`src/rtl/id_hazard_scoreboard_pkg.sv`:
```
// rtl/id_hazard_scoreboard_pkg.sv - shared codes for the ID hazard/forwarding scoreboard
package id_hazard_scoreboard_pkg;

    typedef enum logic {
        WCLASS_ALU  = 1'b0,
        WCLASS_LOAD = 1'b1
    } wclass_e;

    localparam logic [1:0] FWD_SEL_REGFILE = 2'd0;
    localparam logic [1:0] FWD_SEL_LAST    = 2'd1;
    localparam logic [1:0] FWD_SEL_LAST2   = 2'd2;
    localparam logic [1:0] FWD_SEL_LAST3   = 2'd3;

    // Map a producer age onto the forward-select code of the stage holding it
    function automatic logic [1:0] fwd_from_age(input int age);
        case (age)
            1:       return FWD_SEL_LAST;
            2:       return FWD_SEL_LAST2;
            3:       return FWD_SEL_LAST3;
            default: return FWD_SEL_REGFILE;
        endcase
    endfunction

endpackage

```
`src/rtl/id_hazard_scoreboard_entry.sv`:
```
// rtl/id_hazard_scoreboard_entry.sv - one register's pending-write tracker (busy, age, class)
module hazard_sb_entry
    import id_hazard_scoreboard_pkg::*;
#(
    parameter int AGE_W      = 2,
    parameter int PIPE_DEPTH = 3
) (
    input  logic             clk,
    input  logic             rst,
    input  logic             freeze,
    input  logic             flush,
    input  logic             set,
    input  wclass_e          set_class,
    output logic             busy,
    output logic [AGE_W-1:0] age,
    output wclass_e          wclass
);

    // Flush beats freeze; a new producer overwrites the old one; otherwise age until retired
    always_ff @(posedge clk or negedge rst) begin
        if (!rst) begin
            busy   <= 1'b0;
            age    <= '0;
            wclass <= WCLASS_ALU;
        end else if (flush) begin
            busy   <= 1'b0;
            age    <= '0;
            wclass <= WCLASS_ALU;
        end else if (!freeze) begin
            if (set) begin
                busy   <= 1'b1;
                age    <= AGE_W'(1);
                wclass <= set_class;
            end else if (busy) begin
                if (age == AGE_W'(PIPE_DEPTH)) begin
                    busy <= 1'b0;
                    age  <= '0;
                end else begin
                    age <= age + AGE_W'(1);
                end
            end
        end
    end

endmodule

```
`src/rtl/id_hazard_scoreboard.sv`:
```
// rtl/id_hazard_scoreboard.sv - ID-stage stall and forward-select scoreboard
module id_hazard_scoreboard
    import id_hazard_scoreboard_pkg::*;
#(
    parameter int REG_AW     = 4,
    parameter int NUM_SRC    = 2,
    parameter int PIPE_DEPTH = 3,
    parameter int ALU_READY  = 1,
    parameter int LOAD_READY = 2
) (
    input  logic                      clk,
    input  logic                      rst,
    input  logic                      hsi_freeze,
    input  logic                      hsi_flush,
    input  logic                      hsi_issue_valid,
    input  logic [REG_AW-1:0]         hsi_wreg,
    input  logic                      hsi_wclass,
    input  logic [NUM_SRC*REG_AW-1:0] hsi_src_addr,
    output logic                      hso_stall,
    output logic [NUM_SRC*2-1:0]      hso_fwd_sel,
    output logic [2**REG_AW-1:0]      hso_busy_mask
);

    localparam int NUM_REG = 2**REG_AW;
    localparam int AGE_W   = $clog2(PIPE_DEPTH + 1);
    localparam logic [REG_AW-1:0] REG_INVALID = '1;

    logic [NUM_REG-1:0] busy_vec;
    logic [AGE_W-1:0]   age_arr   [NUM_REG];
    wclass_e            class_arr [NUM_REG];
    logic [REG_AW-1:0]  src_addr  [NUM_SRC];
    logic               issue_eff;

    assign issue_eff = hsi_issue_valid & ~hso_stall & ~hsi_freeze & ~hsi_flush
                     & (hsi_wreg != REG_INVALID);

    genvar gi;
    generate
        for (gi = 0; gi < NUM_REG - 1; gi++) begin : g_entry
            hazard_sb_entry #(
                .AGE_W      (AGE_W),
                .PIPE_DEPTH (PIPE_DEPTH)
            ) u_entry (
                .clk       (clk),
                .rst       (rst),
                .freeze    (hsi_freeze),
                .flush     (hsi_flush),
                .set       (issue_eff && (hsi_wreg == REG_AW'(gi))),
                .set_class (wclass_e'(hsi_wclass)),
                .busy      (busy_vec[gi]),
                .age       (age_arr[gi]),
                .wclass    (class_arr[gi])
            );
        end
        for (gi = 0; gi < NUM_SRC; gi++) begin : g_src
            assign src_addr[gi] = hsi_src_addr[gi*REG_AW +: REG_AW];
        end
    endgenerate

    // The invalid register is never tracked, so its slot reads as permanently idle
    assign busy_vec[NUM_REG-1]  = 1'b0;
    assign age_arr[NUM_REG-1]   = '0;
    assign class_arr[NUM_REG-1] = WCLASS_ALU;

    assign hso_busy_mask = busy_vec;

    // Per-source lookup against the registered table: forward when ready, stall otherwise
    always_comb begin
        hso_stall   = 1'b0;
        hso_fwd_sel = '0;
        for (int s = 0; s < NUM_SRC; s++) begin
            if ((src_addr[s] != REG_INVALID) && busy_vec[src_addr[s]]) begin
                if (int'(age_arr[src_addr[s]]) >=
                    ((class_arr[src_addr[s]] == WCLASS_LOAD) ? LOAD_READY : ALU_READY)) begin
                    hso_fwd_sel[s*2 +: 2] = fwd_from_age(int'(age_arr[src_addr[s]]));
                end else begin
                    hso_stall = 1'b1;
                end
            end
        end
    end

endmodule

```
`config.mk`:
```
export PLATFORM = sky130hd
export DESIGN_NAME = id_hazard_scoreboard
export DESIGN_NICKNAME = d
export VERILOG_FILES = /design/src/rtl/id_hazard_scoreboard_pkg.sv /design/src/rtl/id_hazard_scoreboard_entry.sv /design/src/rtl/id_hazard_scoreboard.sv
export SDC_FILE = /design/constraint.sdc
export NUM_CORES = 1
export LEC_CHECK = 0
export CORE_UTILIZATION = 40
export DETAILED_ROUTE_END_ITERATION = 12
export GPL_ROUTABILITY_DRIVEN = 0
export PLACE_DENSITY = 0.62
export SYNTH_ARGS = -nofsm -noshare
export SYNTH_HDL_FRONTEND = slang
export SYNTH_SLANG_ARGS = --single-unit
```
`constraint.sdc`:
```
create_clock -name clk -period 14.45 [get_ports clk]
set_clock_uncertainty 0.05 [all_clocks]
set_input_delay 3.6125 -clock clk [delete_from_list [all_inputs] [get_ports clk]]
set_output_delay 3.6125 -clock clk [all_outputs]
set_load 0.02 [all_outputs]
```
==> flow_summary.yaml, run 1 <==
synthesis:
  yosys-top-cells-area: "dfrtp_1, mux4_2, mux2i_1"
  yosys_most_used_dff: "dfrtp_1"
  ys_types: 38
  syn-num-nets: 469
  yosys.area.top_type: "dfrtp_1"
  ys_warn_count: 0
  synth-edff-count: 0
  synth_seq_cells: 60
  synth_area_um2: 4542
  synth_most_common_cell: "dfrtp_1"
  synth_commonest_cells: "dfrtp_1, a21oi_1, mux2i_1, nand2b_1, nor2_1"
  yosysSeqAreaShare_pct: 33.06
  synth.avg_cell_area_um2: 10.51
  synth_top_area_share_pct: 33.06
  synth_cells: 432
  async_flop_share_pct: 100.0
clock_network:
  htreeDepth: 3
  cts_setup_buffers: 0
  insertion_delay_ns: 0.33
  cts_resized: 0
  cts_sinks: 60
  clk_pin_slew_ns: 0.05
  cts_tree: "yes"
  cts_buffers: 9
  clk_path_buf_depth: 2
  cts_root_buf: "clkbuf_16"
  hold_buffers: 0
global_routing:
  grt_overflow: 0
  grt_start_max_net_pins: 63
  antenna_found_initial: 0
  grt_pass1_vias: 3168
  grt_usage_pct: 19.34
  grt_pass1_wl_um: 16960
placement:
  preCtsSetupSlack_ns: 3.075
  dp_hpwl_um: 7627
  port_buffers: 37
sta:
  drv_slew: 0
  setup_viol: 0
  relSlewSlack_pct: 26.14
  hold_violations: 0
  min_period_ns: 11.32
  finalCritPeriodShare_pct: 78.31
  setup_ws_ns: 3.134
  fin_tns_setup_ns: 0
  tightest_slew_ns: 1.104
  fmax_mhz: 88.37
  rsz0062_at_grt: "no"
critical_path:
  critPathCaptureType: "output port"
  path_class: "in2out"
  cp-endpoint: "hso_stall"
  path_cells: "clkdlybuf4s50_1 > mux4_2 > mux4_2 > inv_1 > ha_1 > nand2b_1 > a21oi_1 > inv_1 > o21ai_0 > clkdlybuf4s50_1"
  r2r_start: "g_entry[5].u_entry.age[1]$_DFFE_PN0P_"
  startpoint: "hsi_src_addr[0]"
  critPathLaunchType: "input pin"
  rrSetupSlack_ns: 10.77
  r2r-end: "g_entry[1].u_entry.age[1]$_DFFE_PN0P_"
  cpPeakStageDelay_ns: 1.17
  ff2ff_path_depth: 9
  slowest_stage: "clkdlybuf4s50_1"
  path_buf_inv: 4
  critPathMaxFanout: 20
  crit_family: "buffers and inverters"
  crit_arrival_ns: 7.65
  cp.depth: 10
  required_ns: 10.79
drt:
  drt_iter0_markers: 194
  avgRoutedWirePerCell_um: 17.71
  drt_wl_total_um: 10390
  drc: 0
  viasPerCell: 5.593
  vias: 3283
  dr.pass1.iters: 4
  ant_nets: 0
cells_and_area:
  nNetsFinal: 479
  nFillCells: 1031
  n_antenna_cell: 0
  final_layout_size_suffix_gt1_share_pct: 16.11
  area_growth_pct: 13.86
floorplan:
  die_w_um: 108.6
  core_region_area_um2: 10940
  fp-row-count: 38
  design.die.area_um2: 11790
  io_pins: 39
  dieHeight_um: 108.6
  initial_core_util_pct: 41.53
run_status:
  status: "completed"
power_and_ir_drop:
  p_leak_nw: 2.273
  powerDensity_nw_per_um2: 85.76
  vdd_drop_max_mv: 0.04700
job:
  cap_violations: 0
worst_hold_path:
  hp-class: "reg2reg"
-- power breakdown --
part / leakage, nW / switching [W] / internal, W
logic: 1.27 / 0.0000235 / 0.0000149
registers: 0.837 / 0.00000135 / 0.000169
clock network: 0.162 / 0.0000791 / 0.000155
total: 2.27 / 0.000104 / 0.000340
-- layout make-up --
| class | instances | area (um^2) | share of cell area, % |
|---|---|---|---|
| Tap cell | 140 | 175.2 | 3.387 |
| Inverter | 20 | 75.07 | 1.452 |
| Timing Repair Buffer | 40 | 382.9 | 7.404 |
| Clock buffer | 10 | 239.0 | 4.621 |
| Multi-Input combinational cell | 311 | 2710 | 52.41 |
| Sequential cell | 60 | 1501 | 29.03 |
| Clock inverter | 6 | 87.58 | 1.694 |
-- worst min path at each step --
stage                                                      start  depth (start not counted)                                endpoint  slack (ns)
final                      g_entry[4].u_entry.wclass$_DFFE_PN0P_                          2   g_entry[4].u_entry.wclass$_DFFE_PN0P_        0.51
after global routing       g_entry[4].u_entry.wclass$_DFFE_PN0P_                          2   g_entry[4].u_entry.wclass$_DFFE_PN0P_        0.54
after CTS                  g_entry[4].u_entry.wclass$_DFFE_PN0P_                          2   g_entry[4].u_entry.wclass$_DFFE_PN0P_        0.51
after detailed placement   g_entry[4].u_entry.wclass$_DFFE_PN0P_                          2   g_entry[4].u_entry.wclass$_DFFE_PN0P_        0.50
after global placement     g_entry[2].u_entry.wclass$_DFFE_PN0P_                          2   g_entry[2].u_entry.wclass$_DFFE_PN0P_        0.50
after floorplan           g_entry[10].u_entry.wclass$_DFFE_PN0P_                          2  g_entry[10].u_entry.wclass$_DFFE_PN0P_        0.48
-- layer usage --
metal	global-route usage [%]	share of wire, %	up-vias
met5	0	0	-
met4	5.309	1.3	0
met3	3.617	4.0	10
met2	30.42	47	60
met1	27.14	48	1643
li1	-	-	1570
-- logic make-up (layout without fill, tap and decap cells) --
group | Yosys count | count (layout) | share of synthesized area (%)
AND/OR/NAND/NOR | 133 | 133 | 19.59
buffers and inverters | 61 | 76 | 7.273
AO/OA/AOI/OAI | 80 | 80 | 10.28
adder cells (fa/ha/maj) | 19 | 19 | 5.234
other | 1 | 1 | 0.08257
multiplexers | 78 | 78 | 24.49
flip-flops | 60 | 60 | 33.06
-- per-stage QoR --
stage | area [um^2] | hold slack [ns] | power, W | std cells | utilization, %
2_1_floorplan | 4542 | 0.4760 | 0.0001986 | 432 | -
3_3_place_gp | 4845 | 0.5012 | 0.0002116 | 571 | 44.30
3_5_place_dp | 4845 | 0.5040 | 0.0002123 | 571 | 44.30
4_1_cts | 5171 | 0.5140 | 0.0004483 | 587 | 47.29
5_1_grt | 5171 | 0.5365 | 0.0004587 | 587 | 47.29
6_report | 5171 | 0.5114 | 0.0004435 | 587 | 47.29
-- sequential cells by signal (all words and copies together), names as in the netlist --
signal	flops
g_entry.u_entry.wclass	15
g_entry.u_entry.age	30
g_entry.u_entry.busy	15
-- layout by cell type (no fill, tap or decap), drive strengths merged, types with 4 or more instances in the layout --
master,synthesis,final
mux2i,38,38
buf,25,5
mux4,25,25
nor2b,5,5
a21oi,47,47
o21ai,21,21
a211oi,4,4
nand4,15,15
nor2,26,26
nand2b,38,38
inv,19,19
clkdlybuf4s50,0,35
nand2,6,6
nor3,20,20
and2,16,16
ha,19,19
clkbuf,16,10
mux2,15,15
clkinv,1,5
dfrtp,60,60
-- tightest hold or removal path, stage by stage, from the launching register on --
cell      delay (ns)
dfrtp_1         0.38
nand2b_1        0.07
mux2i_1         0.06
(Power assumes the default switching activity.)
==> run 2, diff against run 1 <==
--- a/config.mk
+++ b/config.mk
@@ -8,7 +8,7 @@
 export CORE_UTILIZATION = 40
 export DETAILED_ROUTE_END_ITERATION = 12
 export GPL_ROUTABILITY_DRIVEN = 0
-export PLACE_DENSITY = 0.62
+export PLACE_DENSITY = 0.64
 export SYNTH_ARGS = -nofsm -noshare
 export SYNTH_HDL_FRONTEND = slang
 export SYNTH_SLANG_ARGS = --single-unit
==> constraint.sdc (replaced) <==
create_clock -name clk -period 9.15 [get_ports clk]
set_clock_uncertainty 0.05 [all_clocks]
set_input_delay 2.2875 -clock clk [delete_from_list [all_inputs] [get_ports clk]]
set_output_delay 2.2875 -clock clk [all_outputs]
set_load 0.02 [all_outputs]
==> run 2 against run 1 <==
Count of clock-buffer cells in the layout decreased by 1. Combinational power increased by 61%. Core utilization decreased by 0.24 points. Cell area decreased by 0.51%. Final cell count increased by 0.51%. Die area unchanged. Clock power increased by 34%. Worst setup slack got worse by 2.4 ns. Hold slack got worse by 0.0014 ns. Largest power group unchanged. Highest routed layer unchanged.
==> flow_summary.yaml, run 2 (synthesis gave the netlist of run 1 again) <==
cells_and_area:
  mostFrequentLayoutCells: "dfrtp_1, a21oi_1, mux2i_1, nand2b_1, clkdlybuf4s50_1"
  reg_top3: "g_entry.u_entry.age (30), g_entry.u_entry.busy (15), g_entry.u_entry.wclass (15)"
  final_common_cell: "dfrtp_1"
  nNetsFinal: 482
  area_growth_pct: 13.28
  top_register: "g_entry.u_entry.age"
  n_antenna_cell: 0
  largest_reg_flops: 30
  final_layout_size_suffix_gt1_share_pct: 16.67
critical_path:
  critPathMaxFanout: 12
  rrSetupSlack_ns: 5.00
  r2r-end: "g_entry[8].u_entry.wclass$_DFFE_PN0P_"
  required_ns: 6.81
  r2r_start: "g_entry[0].u_entry.age[0]$_DFFE_PN0P_"
  path_class: "in2out"
  critPathCaptureType: "output port"
  critPathLaunchType: "input pin"
  ff2ff_path_depth: 10
  crit_arrival_ns: 6.10
clock_network:
  cts_root_buf: "clkbuf_16"
  htreeDepth: 3
  cts_buffers: 9
  cts_resized: 0
  cts_setup_buffers: 0
  cts_sinks: 60
  insertion_delay_ns: 0.33
  clk_pin_slew_ns: 0.05
  clk_path_buf_depth: 2
  hold_buffers: 0
  cts_tree: "yes"
sta:
  tightest_slew_ns: 1.217
  finalCritPeriodShare_pct: 92.26
  relSlewSlack_pct: 18.66
  holdWs_ns: 0.5099
  min_period_ns: 8.442
  fmax_mhz: 118.5
  drv_slew: 0
  setup_viol: 0
  rsz0062_at_grt: "no"
  hold_violations: 0
  fin_tns_setup_ns: 0
worst_hold_path:
  hp-class: "reg2reg"
  hp-start: "g_entry[1].u_entry.wclass$_DFFE_PN0P_"
  hold_end: "g_entry[1].u_entry.wclass$_DFFE_PN0P_"
  hold_depth: 2
floorplan:
  initial_core_util_pct: 41.53
  core_region_area_um2: 10940
  io_pins: 39
  dieHeight_um: 108.6
  die_w_um: 108.6
  design.die.area_um2: 11790
  fp-row-count: 38
drt:
  drt_iter0_markers: 172
  ant_nets: 0
  drc: 0
  avgRoutedWirePerCell_um: 17.92
  dr.pass1.iters: 4
  drt_wl_total_um: 10570
  vias: 3266
  viasPerCell: 5.536
power_and_ir_drop:
  vdd_drop_max_mv: 0.08595
  power_frac_seq_pct: 41.7
  p_leak_nw: 2.250
  p_switching_w: 0.0001699
  p_comb_share_pct: 9.6
  power.share.clock_pct: 48.7
  powerDensity_nw_per_um2: 125.4
  swShare_pct: 26.33
  p_int_w: 0.0004752
global_routing:
  grt_overflow: 0
  grt_usage_pct: 20.20
  grt_start_max_net_pins: 63
  antenna_found_initial: 0
  grt_pass1_vias: 3364
  grt_pass1_wl_um: 17780
placement:
  port_buffers: 37
  dp_hpwl_um: 7917
run_status:
  status: "completed"
job:
  cap_violations: 0
==> run 2: cell types whose count changed in the layout (fill, tap and decap cells not counted), sizes merged <==
| cell | change |
|---|---|
| buf | +3 |
| bufinv | -2 |
| clkbuf | -1 |
| clkinv | -2 |
| clkinvlp | +4 |
| inv | +1 |
==> run 2: critical path: stages <==
cell	delay, ns
clkdlybuf4s50_1	0.92
mux4_2	0.59
mux4_2	0.47
inv_1	0.10
ha_1	0.23
nand2b_1	0.14
a21oi_1	0.45
inv_1	0.07
o21ai_0	0.21
clkdlybuf4s50_1	0.63
==> run 2: layout make-up <==
class,count,area (um^2)
clock buffer,9,225.2
clock inverter,7,52.55
fill,1043,5791
inverter,20,75.07
multi-input combinational,311,2710
sequential,60,1501
tap,140,175.2
timing repair buffer,43,405.4
==> run 2: worst max-delay path by stage <==
| stage | start | end | slack (ns) | depth (start not counted) |
|---|---|---|---|---|
| after floorplan | hsi_src_addr[0] | hso_stall | 1.84 | 10 |
| after global placement | hsi_src_addr[0] | hso_stall | 0.75 | 10 |
| after detailed placement | hsi_src_addr[0] | hso_stall | 0.65 | 10 |
| after CTS | hsi_src_addr[0] | hso_stall | 0.64 | 10 |
| after global routing | hsi_src_addr[0] | hso_stall | 0.40 | 10 |
| final | hsi_src_addr[0] | hso_stall | 0.71 | 10 |
==> run 2: through the flow <==
step / instances / utilization (%) / instance area (um^2) / setup slack, ns / power [W]
finish: 590 / 47.05 / 5145 / 0.7078 / 0.0006451
global placement: 574 / 44.51 / 4867 / 0.7458 / 0.0003352
detailed placement: 574 / 44.51 / 4867 / 0.6540 / 0.0003364
global route: 590 / 47.05 / 5145 / 0.3979 / 0.0006723
floorplan: 432 / - / 4542 / 1.840 / 0.0003136
CTS: 590 / 47.05 / 5145 / 0.6421 / 0.0006523
==> run 2: routing by layer <==
| layer | track usage, % | vias up | wire length (um) |
|---|---|---|---|
| li1 | - | 1574 | - |
| met4 | 5.888 | 0 | 136 |
| met3 | 5.365 | 8 | 441 |
| met1 | 27.43 | 1632 | 5121 |
| met2 | 31.56 | 52 | 4873 |
| met5 | 0 | - | 0 |
==> run 2: power groups by stage <==
stage,clock network (W),registers [W],logic (W)
floorplan,0,0.000273,0.0000404
global placement,0,0.000274,0.0000614
detailed placement,0,0.000274,0.0000624
CTS,0.000321,0.000269,0.0000625
global route,0.000335,0.000269,0.0000676
finish,0.000314,0.000269,0.0000617
